### config.mk
export PLATFORM = sky130hd
export DESIGN_NAME = mips_mem_lsu
export DESIGN_NICKNAME = d
export VERILOG_FILES = /design/src/rtl/mips_mem_lsu_pkg.sv /design/src/rtl/mips_mem_lsu_align.sv /design/src/rtl/mips_mem_lsu.sv
export SDC_FILE = /design/constraint.sdc
export NUM_CORES = 1
export LEC_CHECK = 0
export CORE_ASPECT_RATIO = 1.4
export CORE_MARGIN = 2
export CORE_UTILIZATION = 39
export DETAILED_ROUTE_END_ITERATION = 16
export GPL_ROUTABILITY_DRIVEN = 0
export PLACE_DENSITY = 0.77
export SLEW_MARGIN = 20
export SYNTH_ARGS = -nofsm -noshare
export SYNTH_HDL_FRONTEND = slang
export SYNTH_SLANG_ARGS = --single-unit
### constraint.sdc
create_clock -name clk -period 3.7 [get_ports clk]
set_input_delay 0.74 -clock clk [delete_from_list [all_inputs] [get_ports clk]]
set_output_delay 0.74 -clock clk [all_outputs]
set_load 0.02 [all_outputs]
### src/rtl/mips_mem_lsu_pkg.sv
// Shared definitions for the MEM-stage load/store unit:
// access sizes, FSM encodings and data/byte-enable widths.
package mips_mem_lsu_pkg;

    localparam int MIPS_DATA_WIDTH = 32;
    localparam int MIPS_BE_WIDTH   = 4;

    localparam logic [1:0] MIPS_LSU_SIZE_B = 2'b00;
    localparam logic [1:0] MIPS_LSU_SIZE_H = 2'b01;
    localparam logic [1:0] MIPS_LSU_SIZE_W = 2'b10;
    localparam logic [1:0] MIPS_LSU_SIZE_X = 2'b11;

    localparam logic [1:0] LSU_IDLE = 2'd0;
    localparam logic [1:0] LSU_REQ  = 2'd1;
    localparam logic [1:0] LSU_RESP = 2'd2;
    localparam logic [1:0] LSU_DONE = 2'd3;

endpackage

### src/rtl/mips_mem_lsu_align.sv
// Combinational lane logic: misalign check, store byte enables and
// data replication, load byte/half extract with sign/zero extension.
module mips_mem_lsu_align
    import mips_mem_lsu_pkg::*;
(
    input  logic [1:0]                 addr_lo,
    input  logic [1:0]                 size,
    input  logic                       usign,
    input  logic [MIPS_DATA_WIDTH-1:0] wdata,
    input  logic [MIPS_DATA_WIDTH-1:0] rsp,
    output logic                       misalign,
    output logic [MIPS_BE_WIDTH-1:0]   be,
    output logic [MIPS_DATA_WIDTH-1:0] wdata_rep,
    output logic [MIPS_DATA_WIDTH-1:0] rdata
);

    logic       is_b;
    logic       is_h;
    logic       is_w;
    logic [7:0] b_sel;
    logic [15:0] h_sel;

    assign is_b = (size == MIPS_LSU_SIZE_B);
    assign is_h = (size == MIPS_LSU_SIZE_H);
    assign is_w = (size == MIPS_LSU_SIZE_W);

    always_comb begin
        b_sel = rsp[7:0];
        unique case (addr_lo)
            2'd0: b_sel = rsp[7:0];
            2'd1: b_sel = rsp[15:8];
            2'd2: b_sel = rsp[23:16];
            2'd3: b_sel = rsp[31:24];
            default: b_sel = rsp[7:0];
        endcase
        h_sel = addr_lo[1] ? rsp[31:16] : rsp[15:0];
    end

    always_comb begin
        misalign  = 1'b0;
        be        = '0;
        wdata_rep = wdata;
        rdata     = rsp;
        unique case (1'b1)
            is_b: begin
                be        = 4'b0001 << addr_lo;
                wdata_rep = {4{wdata[7:0]}};
                rdata     = {{24{~usign & b_sel[7]}}, b_sel};
            end
            is_h: begin
                misalign  = addr_lo[0];
                be        = 4'b0011 << addr_lo;
                wdata_rep = {2{wdata[15:0]}};
                rdata     = {{16{~usign & h_sel[15]}}, h_sel};
            end
            is_w: begin
                misalign  = (addr_lo != 2'b00);
                be        = 4'b1111;
            end
            default: misalign = 1'b1;
        endcase
    end

endmodule

### src/rtl/mips_mem_lsu.sv
// MEM-stage load/store unit: one data-memory request per access,
// pipeline stall until completion, formatted load data in DONE.
module mips_mem_lsu
    import mips_mem_lsu_pkg::*;
(
    input  logic                       clk,
    input  logic                       rst,
    input  logic                       lsu_valid,
    input  logic                       lsu_load,
    input  logic                       lsu_store,
    input  logic [1:0]                 lsu_size,
    input  logic                       lsu_usign,
    input  logic [MIPS_DATA_WIDTH-1:0] lsu_addr,
    input  logic [MIPS_DATA_WIDTH-1:0] lsu_wdata,
    output logic                       lsu_stall,
    output logic                       lsu_misalign,
    output logic [MIPS_DATA_WIDTH-1:0] lsu_rdata,
    output logic                       lsu_rdata_valid,
    output logic                       dmem_req_valid,
    input  logic                       dmem_req_ready,
    output logic [MIPS_DATA_WIDTH-1:0] dmem_req_addr,
    output logic                       dmem_req_we,
    output logic [MIPS_BE_WIDTH-1:0]   dmem_req_be,
    output logic [MIPS_DATA_WIDTH-1:0] dmem_req_wdata,
    input  logic                       dmem_rsp_valid,
    input  logic [MIPS_DATA_WIDTH-1:0] dmem_rsp_data
);

    logic [1:0]                 state;
    logic [MIPS_DATA_WIDTH-1:0] cap_addr;
    logic [MIPS_BE_WIDTH-1:0]   cap_be;
    logic [MIPS_DATA_WIDTH-1:0] cap_wdata;
    logic                       cap_we;
    logic [1:0]                 cap_size;
    logic                       cap_usign;
    logic [1:0]                 cap_lo;

    logic                       st_misalign;
    logic [MIPS_BE_WIDTH-1:0]   st_be;
    logic [MIPS_DATA_WIDTH-1:0] st_wdata;
    logic [MIPS_DATA_WIDTH-1:0] st_rdata_unused;
    logic                       ld_misalign_unused;
    logic [MIPS_BE_WIDTH-1:0]   ld_be_unused;
    logic [MIPS_DATA_WIDTH-1:0] ld_wdata_unused;
    logic [MIPS_DATA_WIDTH-1:0] ld_rdata;

    logic idle;
    logic op_one;
    logic op_both;
    logic start;

    mips_mem_lsu_align u_st_align (
        .addr_lo   (lsu_addr[1:0]),
        .size      (lsu_size),
        .usign     (lsu_usign),
        .wdata     (lsu_wdata),
        .rsp       ('0),
        .misalign  (st_misalign),
        .be        (st_be),
        .wdata_rep (st_wdata),
        .rdata     (st_rdata_unused)
    );

    mips_mem_lsu_align u_ld_align (
        .addr_lo   (cap_lo),
        .size      (cap_size),
        .usign     (cap_usign),
        .wdata     ('0),
        .rsp       (dmem_rsp_data),
        .misalign  (ld_misalign_unused),
        .be        (ld_be_unused),
        .wdata_rep (ld_wdata_unused),
        .rdata     (ld_rdata)
    );

    assign idle    = (state == LSU_IDLE);
    assign op_one  = lsu_load ^ lsu_store;
    assign op_both = lsu_load & lsu_store;
    assign start   = idle & lsu_valid & op_one & ~st_misalign;

    // Both-type decode is reported as an exception, never issued.
    assign lsu_misalign = idle & lsu_valid &
                          (op_both | (op_one & st_misalign));
    assign lsu_stall = start | (state == LSU_REQ) | (state == LSU_RESP);
    assign lsu_rdata_valid = (state == LSU_DONE) & ~cap_we;

    assign dmem_req_valid = (state == LSU_REQ);
    assign dmem_req_addr  = cap_addr;
    assign dmem_req_we    = cap_we;
    assign dmem_req_be    = cap_be;
    assign dmem_req_wdata = cap_wdata;

    always_ff @(posedge clk or posedge rst) begin
        if (rst) begin
            state     <= LSU_IDLE;
            cap_addr  <= '0;
            cap_be    <= '0;
            cap_wdata <= '0;
            cap_we    <= 1'b0;
            cap_size  <= '0;
            cap_usign <= 1'b0;
            cap_lo    <= '0;
            lsu_rdata <= '0;
        end else begin
            unique case (state)
                LSU_IDLE: begin
                    if (start) begin
                        cap_addr  <= {lsu_addr[31:2], 2'b00};
                        cap_be    <= st_be;
                        cap_wdata <= st_wdata;
                        cap_we    <= lsu_store;
                        cap_size  <= lsu_size;
                        cap_usign <= lsu_usign;
                        cap_lo    <= lsu_addr[1:0];
                        state     <= LSU_REQ;
                    end
                end
                LSU_REQ: begin
                    if (dmem_req_ready)
                        state <= cap_we ? LSU_DONE : LSU_RESP;
                end
                LSU_RESP: begin
                    if (dmem_rsp_valid) begin
                        lsu_rdata <= ld_rdata;
                        state     <= LSU_DONE;
                    end
                end
                LSU_DONE: state <= LSU_IDLE;
                default:  state <= LSU_IDLE;
            endcase
        end
    end

endmodule

==> results.cfg <==
[die]
die_x_microns = 101
design.core.area_sq_um = 12900
start_util_pct = 39.9
fp-row-count = 49
io-pin-count = 211
dieArea_sq_um = 14100
die_h_microns = 140

[worst_setup_path]
crit_arrival_ns = 2.67
path_cells = clkdlybuf4s50_1 -> o21ai_1 -> nand2_1 -> nor2_1 -> or3_1 -> clkdlybuf4s50_1
startpoint_type = primary input
critPathSlowestCell = clkdlybuf4s50_1
r2r_end = lsu_rdata[21]
r2r_setup_slack_ns = 1.13
critPathCaptureType = output pin
r2r-start = cap_lo[1]
critical_path_class = in -> out
cp_top_family = buffers and inverters
crit_fanout = 7
path_buf_inv = 2
cp_common_cell = clkdlybuf4s50_1
crit_path_max_incr_delay_ns = 0.61
crit_required_ns = 2.96
r2r_cells = 4

[power]
peakVddDrop_uv = 368
pwr-share-clk_pct = 15.9
powerDensity_nw_per_um2 = 823
p_comb_share_pct = 50.0
p_seq_share_pct = 34.1
cellLeakagePower_nw = 3.20
sw_frac_of_total_pct = 39.1
p_sw_mw = 2.45
p_int_mw = 3.83

[global_routing]
use_met1_pct = 24.4
grt_start_max_net_pins = 94
grtUsageMet2_pct = 38.8
grt_pass1_vias = 4694
overflow = 0
antenna_found_initial = 0
grt_pass1_wl_microns = 24000
grt.total_usage_pct = 21.7
use_met3_pct = 3.31
gr-max-usage-layer = met2

[clocking]
cts_setup_buffers = 0
clk_latency_ns = 0.35
cts_tree = done
cts_num_sinks = 106
cts.clk_slew.worst_paths_ns = 0.07
cts_buffers = 9
htreeDepth = 3
cts.path.max_buffers = 2
cts-root-buf = clkbuf_16
cts.repair.resized = 0
cts_hold_buf = 0

[sta]
fin_tns_setup_ns = 0
layout_min_cycle_time_ns = 3.41
worst_pin_slew_ns = 1.09
maxSlewHeadroom_pct = 27.6
timing.hold.ws_ns = 0.478
slew_viol_final = 0
max_freq_mhz = 293
hold_viol_final = 0
setup_violations = 0
worst_slack_ns = 0.292
fin_crit_sh_pct = 92.1
rsz0062_at_grt = false
finClkSkew_ns = 0.0131

[flow_run]
cap_violations = 0

[logic_synthesis]
synth_warnings = 0
yosys.area.top_type = dfrtp_1
synth_cell_types = 44
syn_area_sq_um = 5130
synthTopCellsByArea = dfrtp_1 (52%), mux2_2 (8.1%), mux2i_1 (6.0%), o21ai_0 (5.7%), a21oi_1 (5.2%)
synth_top_area_share_pct = 51.7
synth_ff_type = dfrtp_1
avgSynthCellArea_sq_um = 10.5
synthArstFlopShare_pct = 100
ys_ff_latch = 106
synth_most_common_cell = dfrtp_1
seq_area_frac_synth_pct = 51.7
syn_inst = 487
synth_edf_count = 0
yosys-top-cells-count = dfrtp_1 (106), o21ai_0 (58), a21oi_1 (53)

[finish]
final_core_util_pct = 59.2
drive_above_1_share_pct = 10.2
finalNetCount = 792
areaGrowthSynthToFinish_pct = 48.5
n_fill_cell = 1109
antenna_cells = 0

[outcome]
status = complete, no violations

[routing]
routedWlPerCell_microns = 18.1
via_per_inst = 5.35
drt_iter0_drc = 178
drtAntennaViolNets = 0
drt_wl_total_microns = 15100
firstDrtPassIters = 4
drc = 0
vias = 4480

[place]
dp_hpwl_microns = 11300
portBuffers = 208
pre_cts_ws_ns = 0.325

[worst_hold_path]
hp-start = dmem_req_wdata[26]
hold_path.class = reg -> reg
min_path_cells = 2
whs_endpoint = dmem_req_wdata[26]
[worst max path at each step]
stage / slack, ns / from / to / depth (start not counted)
2_1_floorplan: 0.17 / rst / cap_lo[0] / 1
3_3_place_gp: 0.36 / lsu_store / lsu_stall / 6
3_5_place_dp: 0.33 / lsu_addr[1] / lsu_stall / 6
4_1_cts: 0.33 / lsu_addr[1] / lsu_stall / 6
5_1_grt: 0.17 / lsu_addr[1] / lsu_stall / 6
6_report: 0.29 / lsu_addr[1] / lsu_stall / 6
[power groups by stage]
stage / clock network (mW) / registers, mW / logic [mW]
6_report: 0.997 / 2.14 / 3.14
5_1_grt: 1.07 / 2.22 / 3.35
4_1_cts: 1.02 / 2.14 / 3.16
3_5_place_dp: 0 / 2.16 / 3.15
3_3_place_gp: 0 / 2.13 / 3.08
2_1_floorplan: 0 / 2.66 / 1.09
[logic make-up (layout without fill, tap and decap cells)]
kind of cell	count (synthesis)	after routing	share of synthesized area [%]
compound gates	134	134	15.2
mux	75	75	15.9
buf+inv	43	240	4.41
xor+xnor	1	1	0.171
simple gates	121	121	11.2
fa+ha+maj	6	6	1.46
other cells	1	2	0.0730
flops	106	106	51.7
[state kept, by name, summed over array words and instances (netlist names)]
name            flops
dmem_req_wdata     32
lsu_rdata          32
dmem_req_addr      30
dmem_req_be         4
cap_lo              2
cap_size            2
state               2
cap_usign           1
dmem_req_we         1
[layout by cell type, fill, tap and decap left out, types with 4 or more instances in the layout]
cell type        Yosys  layout
inv_1                8       7
o22a_1               8       8
o21ai_0             58      58
mux2i_1             31      31
dfrtp_1            106     106
nand3_1             10       9
nor2b_1              5       5
ha_1                 6       6
mux2_2              37      37
nand2_1             35      35
buf_4                5       6
or3_1                8       8
clkdlybuf4s50_1      0     208
nor3_1               4       4
nor2_1              34      34
a21oi_1             53      53
nand2b_1            17      17
clkbuf_16            0       9
mux2_1               6       6
[tightest hold or removal path, delay by kind of cell (launching register included)]
kind,cells,cell delay (ns)
AO/OA/AOI/OAI,1,0.06
flip-flops,1,0.34
AND/OR/NAND/NOR,1,0.05
[cell type report]
type	instances	area, sq um	share of cell area [%]
Clock buffer	10	239	3.13
Tap cell	153	191	2.51
Sequential cell	106	2650	34.8
Multi-Input combinational cell	339	2270	29.8
Timing Repair Buffer	216	2170	28.4
Inverter	8	32.5	0.427
Clock inverter	6	71.3	0.935
[stage by stage]
stage | std cells | cell area [sq um] | total power [mW]
floorplan | 488 | 5140 | 3.75
global placement | 822 | 7320 | 5.21
detailed placement | 822 | 7320 | 5.32
CTS | 838 | 7630 | 6.33
global route | 838 | 7630 | 6.63
finish | 838 | 7630 | 6.28
[layer usage]
| metal | vias up | wire [microns] | share of wire [%] |
|---|---|---|---|
| li1 | 2096 | - | - |
| met1 | 2162 | 5670 | 37 |
| met2 | 180 | 7950 | 52 |
| met3 | 40 | 917 | 6.1 |
| met4 | 2 | 605 | 4.0 |
| met5 | - | 5 | 0.033 |
(Power assumes the default switching activity.)
